## config.mk

```make
export PLATFORM = sky130hd
export DESIGN_NAME = clk_wiz
export DESIGN_NICKNAME = d
export VERILOG_FILES = /design/src/rtl/clk_wiz.sv
export SDC_FILE = /design/constraint.sdc
export NUM_CORES = 1
export LEC_CHECK = 0
export ABC_AREA = 1
export BUFFER_PORTS_ARGS = -buffer_cell sky130_fd_sc_hd__buf_2
export CORE_MARGIN = 1.5
export CORE_UTILIZATION = 39
export CTS_BUF_LIST = sky130_fd_sc_hd__clkbuf_4 sky130_fd_sc_hd__clkbuf_8
export DETAILED_ROUTE_END_ITERATION = 8
export PLACE_DENSITY = 0.62
export SLEW_MARGIN = 30
export SYNTH_ARGS = -nofsm -noshare
export SYNTH_HDL_FRONTEND = slang
export SYNTH_SLANG_ARGS = --single-unit
export TNS_END_PERCENT = 10
```

## constraint.sdc

```tcl
create_clock -name clk_in1_p -period 1.35 [get_ports clk_in1_p]
set_input_delay 0.27 -clock clk_in1_p [delete_from_list [all_inputs] [get_ports clk_in1_p]]
set_output_delay 0.27 -clock clk_in1_p [all_outputs]
set_load 0.1 [all_outputs]
```

## src/rtl/clk_wiz.sv

```systemverilog
// clk_wiz: lock detector and output clock generator for a differential input clock.
//
// Ports
//   clk_in1_p : positive leg of the differential input clock; the block's only clock
//   clk_in1_n : negative leg; sampled on every rising clk_in1_p edge
//               (0 = valid edge, 1 = fault edge)
//   reset     : synchronous, active-high
//   clk_out1  : generated clock; low while not locked
//   locked    : high once LOCK_CYCLES consecutive valid edges have been seen
//
// Parameters
//   DIV         : output divide ratio, 1 or an even number 2..16
//   LOCK_CYCLES : number of valid edges needed to lock, 1..1023
module clk_wiz #(
  parameter int DIV         = 1,
  parameter int LOCK_CYCLES = 64
) (
  input  logic clk_in1_p,
  input  logic clk_in1_n,
  input  logic reset,
  output logic clk_out1,
  output logic locked
);

  // The lock counter is at least 10 bits wide and grows only if LOCK_CYCLES needs more bits.
  localparam int CW = (LOCK_CYCLES > 1023) ? $clog2(LOCK_CYCLES + 1) : 10;
  localparam logic [CW-1:0] LC = CW'(LOCK_CYCLES);

  logic clk_i;
  assign clk_i = clk_in1_p;

  // A sampled high on the negative leg means the differential pair is broken.
  logic fault;
  assign fault = clk_in1_n;

  // Declaration initialisers make the outputs low before the first clock edge.
  logic [CW-1:0] cnt_q = '0;
  logic [CW-1:0] cnt_d;
  logic          locked_q = 1'b0;
  logic          locked_d;

  always_comb begin
    cnt_d    = cnt_q;
    locked_d = locked_q;
    if (fault) begin
      cnt_d    = '0;
      locked_d = 1'b0;
    end else if (!locked_q && cnt_q != LC) begin
      // Lock on the same edge that the counter reaches LOCK_CYCLES.
      cnt_d = cnt_q + CW'(1);
      if (cnt_d == LC) locked_d = 1'b1;
    end
  end

  // Reset is tested first, so it wins over a fault on the same edge.
  always_ff @(posedge clk_i) begin
    if (reset) begin
      cnt_q    <= '0;
      locked_q <= 1'b0;
    end else begin
      cnt_q    <= cnt_d;
      locked_q <= locked_d;
    end
  end

  assign locked = locked_q;

  generate
    if (DIV == 1) begin : g_div1
      // The enable changes only while clk_i is low, so gating cannot chop a high phase.
      logic gen_q = 1'b0;
      always_ff @(negedge clk_i) gen_q <= locked_q;
      assign clk_out1 = clk_i & gen_q;
    end else begin : g_divn
      localparam int HALF = DIV / 2;
      localparam int DW   = $clog2(HALF) + 1;
      localparam logic [DW-1:0] TERM = DW'(HALF - 1);

      logic [DW-1:0] dcnt_q = '0;
      logic [DW-1:0] dcnt_d;
      logic          tog_q = 1'b0;
      logic          tog_d;

      // A fault clears the output on the same edge that drops locked. This keeps
      // clk_out1 from staying high through the fault edge.
      always_comb begin
        dcnt_d = dcnt_q;
        tog_d  = tog_q;
        if (fault || !locked_q) begin
          dcnt_d = '0;
          tog_d  = 1'b0;
        end else if (dcnt_q == TERM) begin
          dcnt_d = '0;
          tog_d  = ~tog_q;
        end else begin
          dcnt_d = dcnt_q + DW'(1);
        end
      end

      always_ff @(posedge clk_i) begin
        if (reset) begin
          dcnt_q <= '0;
          tog_q  <= 1'b0;
        end else begin
          dcnt_q <= dcnt_d;
          tog_q  <= tog_d;
        end
      end

      assign clk_out1 = tog_q;
    end
  endgenerate

endmodule

```

==> out/metrics.cfg, run 1 <==
[synth]
leading_cell_type_by_number_of_instances_after_synthesis=nand2_1
syn_avg_cell_area_um2=6.48
synth.distinct_cells=18
yosysSeqAreaShare_pct=33.4
synth_area_leader_cell=dfxtp_1
synth_nets=117
mappedNetlistArea_um2=719
number_of_flip_flops_and_latches_in_the_synthesized_netlist=12
synthTopCellsByCount=nand2_1 (23), nor2_1 (18), inv_1 (17), dfxtp_1 (12)
synth_flop_cell=dfxtp_1
synth_edf_count=0
synth.yosys.warnings=0
synth.top_cell.area_share_pct=33.4
yosys-top-cells-area=dfxtp_1 (33%), nand2_1 (12%), nor2_1 (9.4%)
synth_cells=111
ys_async_sr_fraction_pct=0

[placed_design]
input_output_buffers=4
dp_cells=147
finalWeightedCongestion=0.838
dp.final_hpwl_mm=1.14

[cts]
cts.clk_slew.worst_paths_ns=0.08
clk-insertion-delay-late_ns=0.45
tritoncts=built
ctsHoldBuffers=0
post-cts-setup-buffers=0

[route]
detail_route.drc_violations=0
detail_route.wl_per_cell_um=10.1
vias=706
number_of_nets_with_antenna_violations_after_routing=0
routed_wirelength_mm=1.56
drtIter0Drc=11
drt_pass1_iterations=4
drt-vias-per-instance=4.58

[setup_path]
reg2reg_from=cnt_q[0]
path_cells=nand2_2, clkinvlp_4, buf_12
rr_worst_depth=11
critical-path-top-delay-family=flip-flops
critPathCaptureType=output pin
critPathSlowestCell=dfxtp_1
critical_path.n_buffers_inverters=2
cp.arrival_ns=1.75
flop2flop_setup_slack_ns=-0.05
crit_fanout=1
critical_path_class=flop to output pin
cpPeakStageDelay_ns=0.29
reg2reg_to=locked
crit_path_start_kind=flop
cp.required_ns=1.08

[grt]
grtUsageTotal_pct=20.7
antenna_found_initial=0
globalRoute.totalOverflow=0
grt_start_max_net_pins=10
first_global_vias=737
grt_first_pass_wirelength_mm=2.97

[floorplan]
initial_core_util_pct=41.7
core_region_area_um2=1730
ioPinCount=5
dieHeight_um=46.0
std_cell_rows=15
floorplan_die_area_um2=2110
dieWidth_um=46.0

[sta]
fin_worst_skew_ns=0.0643
slew_headroom_pct=82.0
unrepaired_setup_endpoints_after_global_routing=true
final.setup.worst_slack_ns=-0.667
final_hold_viol_count=0
finalSetupViolations=3
max_slew.worst_pin.slew_ns=0.270
fin_worst_hold_slack_ns=0.270
slew_viol_final=0

[final_layout]
layout.area.seq_um2=246
flow.area_growth_from_synthesis_pct=31.3
layout_cells_sized_above_1_pct=29.5
final_net_count=136
layoutNonFillerInstCount=154
count_of_inserted_antenna_diode_cells=0
final.fill_count=192
multi_input_comb_area_um2=423

[min_path]
hold_path_startpoint=reset
holdPathEnd=cnt_q[2]
worst_hold_path.num_cells=5
hold_path_class=primary input to flop

[power_and_ir_drop]
p_switching_mw=0.192
intPower_mw=0.640
combinationalPowerShare_pct=4.4
power.share.clock_pct=52.4
power-per-cell-area_nw_per_um2=881
power_frac_seq_pct=43.2
p_sw_share_pct=23.0
total_leakage_power_nw=0.389
max-vdd-ir-drop_uv=618

[outcome]
violations_in_the_final_reports=setup timing
status=complete, but fails checks

[run]
maxCapViolations=0

cell usage in the layout (no fill, tap or decap), types with 3 or more instances in the layout:
| cell type | Yosys | final |
|---|---|---|
| nand2_1 | 23 | 22 |
| nor2_1 | 18 | 18 |
| inv_1 | 17 | 14 |
| dfxtp_1 | 12 | 9 |
| nand3_1 | 8 | 7 |
| a21oi_1 | 7 | 7 |
| buf_4 | 0 | 7 |
| clkbuf_4 | 0 | 6 |
| o21ai_1 | 1 | 5 |
| nand2_2 | 2 | 3 |
| nor2_2 | 4 | 3 |
worst min-delay path, stage by stage:
cell     delay (ns)
buf_2          0.07
nor2_1         0.03
buf_4          0.16
o21ai_2        0.06
nor2_1         0.03
cells by family (layout without fill, tap and decap cells):
logic type / Yosys count / count (layout) / share of synthesized area (%)
xor+xnor: 1 / 1 / 1.22
simple gates: 58 / 58 / 36.0
buf+inv: 19 / 37 / 11.0
fa+ha+maj: 3 / 3 / 5.22
flops: 12 / 12 / 33.4
compound gates: 18 / 18 / 13.2
worst max-delay path by stage:
stage               end  slack, ns    startpoint  depth (start not counted)
6_report       clk_out1      -0.67  g_div1.gen_q                          3
5_1_grt        clk_out1      -0.72  g_div1.gen_q                          3
4_1_cts        clk_out1      -0.68  g_div1.gen_q                          3
3_5_place_dp   clk_out1      -0.41  g_div1.gen_q                          3
3_3_place_gp   clk_out1      -0.40  g_div1.gen_q                          3
2_1_floorplan  clk_out1      -0.35  g_div1.gen_q                          2
registers in the layout, indices dropped and copies added (netlist names):
register / cells
cnt_q: 10
g_div1.gen_q: 1
locked: 1
power groups by stage:
stage | combinational (mW) | sequential [mW] | clock (mW)
final | 0.0363 | 0.360 | 0.436
after global routing | 0.0422 | 0.360 | 0.473
after CTS | 0.0325 | 0.360 | 0.446
after detailed placement | 0.0324 | 0.368 | 0.00929
after global placement | 0.0311 | 0.368 | 0.00929
after floorplan | 0.0149 | 0.368 | 0.00929
metal layers:
layer | part of all wire [%] | track usage (%)
met1 | 46 | 23.5
met2 | 50 | 33.3
met3 | 3.6 | 11.5
met4 | 0 | 5.71
met5 | 0 | 0
layout make-up:
class | instances | share of cell area, %
clock buffer | 8 | 8.34
clock inverter | 2 | 1.19
inverter | 16 | 6.36
multi-input combinational | 80 | 44.8
sequential | 12 | 26.1
tap | 25 | 3.31
timing repair buffer | 11 | 9.93
stage by stage:
step                setup slack [ns]  util (%)  power [mW]  cell area, um2  setup TNS, ns
floorplan                     -0.348         -       0.393             727         -0.516
detailed placement            -0.406      48.8       0.410             842         -0.530
finish                        -0.667      54.7       0.832             945         -0.720
global route                  -0.723      54.7       0.876             945          -1.17
CTS                           -0.679      53.1       0.839             917         -0.743
global placement              -0.403      48.8       0.408             842         -0.459
repair_timing:
item                                    4_1_cts  5_1_grt
endpoints found under the setup margin        6       13
hold endpoints to repair                      0        0
pin swaps                                     0        0
resized for setup                             6       15
Power figures use the tool's default switching activity.
==> run 2: changes to the inputs <==
- BUFFER_PORTS_ARGS: -buffer_cell sky130_fd_sc_hd__buf_2 -> -buffer_cell sky130_fd_sc_hd__buf_4
- MAX_ROUTING_LAYER: not set -> met4
==> out/metrics.cfg, run 2 (synthesized netlist as in run 1, its figures left out) <==
[power_and_ir_drop]
total_leakage_power_nw=0.380  ; -2.3%
max-vdd-ir-drop_uv=536  ; -13%
p_sw_share_pct=23.3  ; +0.24 points
combinationalPowerShare_pct=4.6  ; +0.2 points
power.share.clock_pct=50.3  ; -2.1 points
power_mw=0.799  ; -4.0%
power_frac_seq_pct=45.1  ; +1.9 points
power-per-cell-area_nw_per_um2=875  ; -0.70%
intPower_mw=0.613  ; -4.3%
p_switching_mw=0.186  ; -3.0%

[route]
drt-vias-per-instance=4.46  ; -2.6%
detail_route.wl_per_cell_um=9.21  ; -9.3%
vias=683  ; -3.3%
drt_pass1_iterations=4  ; unchanged
routed_wirelength_mm=1.41  ; -9.9%
detail_route.drc_violations=0  ; unchanged
number_of_nets_with_antenna_violations_after_routing=0  ; unchanged
drtIter0Drc=17  ; +6

[floorplan]
dieHeight_um=46.0  ; unchanged
dieWidth_um=46.0  ; unchanged
core_region_area_um2=1730  ; unchanged
floorplan_die_area_um2=2110  ; unchanged
ioPinCount=5  ; unchanged
std_cell_rows=15  ; unchanged
initial_core_util_pct=41.7  ; unchanged

[grt]
globalRoute.totalOverflow=0  ; unchanged
antenna_found_initial=0  ; unchanged
grt_start_max_net_pins=11  ; +1
grt_first_pass_wirelength_mm=2.49  ; -16%
grtUsageTotal_pct=18.3  ; -2.4 points
first_global_vias=597  ; -19%

[sta]
slew_viol_final=0  ; unchanged
final_hold_viol_count=0  ; unchanged
max_slew.worst_pin.slew_ns=0.236  ; -0.0341 ns
final.setup.worst_slack_ns=-0.667  ; +0.000598 ns
slew_headroom_pct=84.3  ; +2.3 points
finalSetupViolations=3  ; unchanged
fin_worst_hold_slack_ns=0.283  ; +0.0133 ns
fin_worst_skew_ns=0.0624  ; -0.00194 ns
unrepaired_setup_endpoints_after_global_routing=true

[final_layout]
count_of_inserted_antenna_diode_cells=0  ; unchanged
flow.area_growth_from_synthesis_pct=27.0
regMostFlops=cnt_q
final_common_cell=nand2_1
layoutNonFillerInstCount=153  ; -0.65%
final_net_count=135  ; -0.74%
largest_register_ff_count=10  ; unchanged
mostFrequentLayoutCells=nand2_1 (22), nor2_1 (18), inv_1 (14)
finalCoreUtilization_pct=52.9  ; -1.8 points
final.fill_count=185  ; -3.6%
layout_cells_sized_above_1_pct=28.1  ; -1.3 points

[cts]
clk-insertion-delay-late_ns=0.45  ; about the same
post-cts-setup-buffers=0  ; unchanged
cts.clk_slew.worst_paths_ns=0.08  ; about the same
cts_resized=4  ; -2
tritoncts=built
ctsHoldBuffers=0  ; unchanged

[placed_design]
input_output_buffers=4  ; unchanged
dp.final_hpwl_mm=1.06  ; -6.7%
dp_cells=146  ; -0.68%
finalWeightedCongestion=0.830  ; -0.95%
worst_setup_slack_after_placement_ns=-0.274  ; +0.132 ns

[setup_path]
critical_path_class=flop to output pin
critPathCaptureType=output pin
cp.arrival_ns=1.75  ; about the same
crit_fanout=1  ; unchanged
cp.required_ns=1.08  ; about the same
flop2flop_setup_slack_ns=-0.03  ; +0.02 ns
crit_path_start_kind=flop

[min_path]
hold_path_class=primary input to flop

[outcome]
status=complete, but fails checks
violations_in_the_final_reports=setup timing

[run]
maxCapViolations=0  ; unchanged

-- run 2: changes by cell type in the layout (fill, tap and decap cells not counted), moves of 2 or more --
| cell | change |
|---|---|
| buf_2 | -2 |
| dfxtp_2 | +2 |
| buf_12 | -2 |
| o21ai_2 | -2 |
| o21ai_1 | +2 |
-- run 2: final timing paths --
path	startpoint	to	cells past startpoint
worst max register to register	cnt_q[0]	locked	11
worst min register to register	cnt_q[1]	cnt_q[1]	2
worst max-delay path	g_div1.gen_q	clk_out1	3
worst min-delay path	reset	cnt_q[0]	5
-- run 2: critical path, stage by stage, from the launching register on --
cell and delay, ns:
dfxtp_2 0.30, nand2_2 0.06, clkinvlp_4 0.08, buf_8 0.17
-- run 2: layout make-up --
| cell class | instances | area, um2 | area share [%] |
|---|---|---|---|
| Multi-Input combinational cell | 80 | 415 | 45.5 |
| Sequential cell | 12 | 245 | 26.8 |
| Timing Repair Buffer | 10 | 82.6 | 9.04 |
| Clock buffer | 8 | 67.6 | 7.40 |
| Inverter | 16 | 60.1 | 6.58 |
| Tap cell | 25 | 31.3 | 3.42 |
| Clock inverter | 2 | 11.3 | 1.23 |
-- run 2: routing by layer --
layer  vias up  wire [um]  part of all wire [%]  track usage [%]
met4         0         11                  0.78             6.86
met2         7        593                    42             22.5
met3         2         57                   4.0             14.3
li1        386          -                     -                -
met5         -          0                     0                -
met1       288        747                    53             22.0
-- run 2: power by group through the flow --
| stage | clock network, mW | logic (mW) | registers (mW) |
|---|---|---|---|
| 2_1_floorplan | 0.00929 | 0.0149 | 0.368 |
| 3_3_place_gp | 0.00929 | 0.0326 | 0.368 |
| 3_5_place_dp | 0.00929 | 0.0337 | 0.368 |
| 4_1_cts | 0.415 | 0.0338 | 0.360 |
| 5_1_grt | 0.452 | 0.0421 | 0.361 |
| 6_report | 0.402 | 0.0367 | 0.360 |
-- run 2: stage by stage --
stage / cell area [um2] / setup TNS, ns
floorplan: 727 / -0.516
finish: 913 / -0.695
global route: 913 / -1.16
detailed placement: 830 / -0.399
CTS: 892 / -0.753
global placement: 830 / -0.354
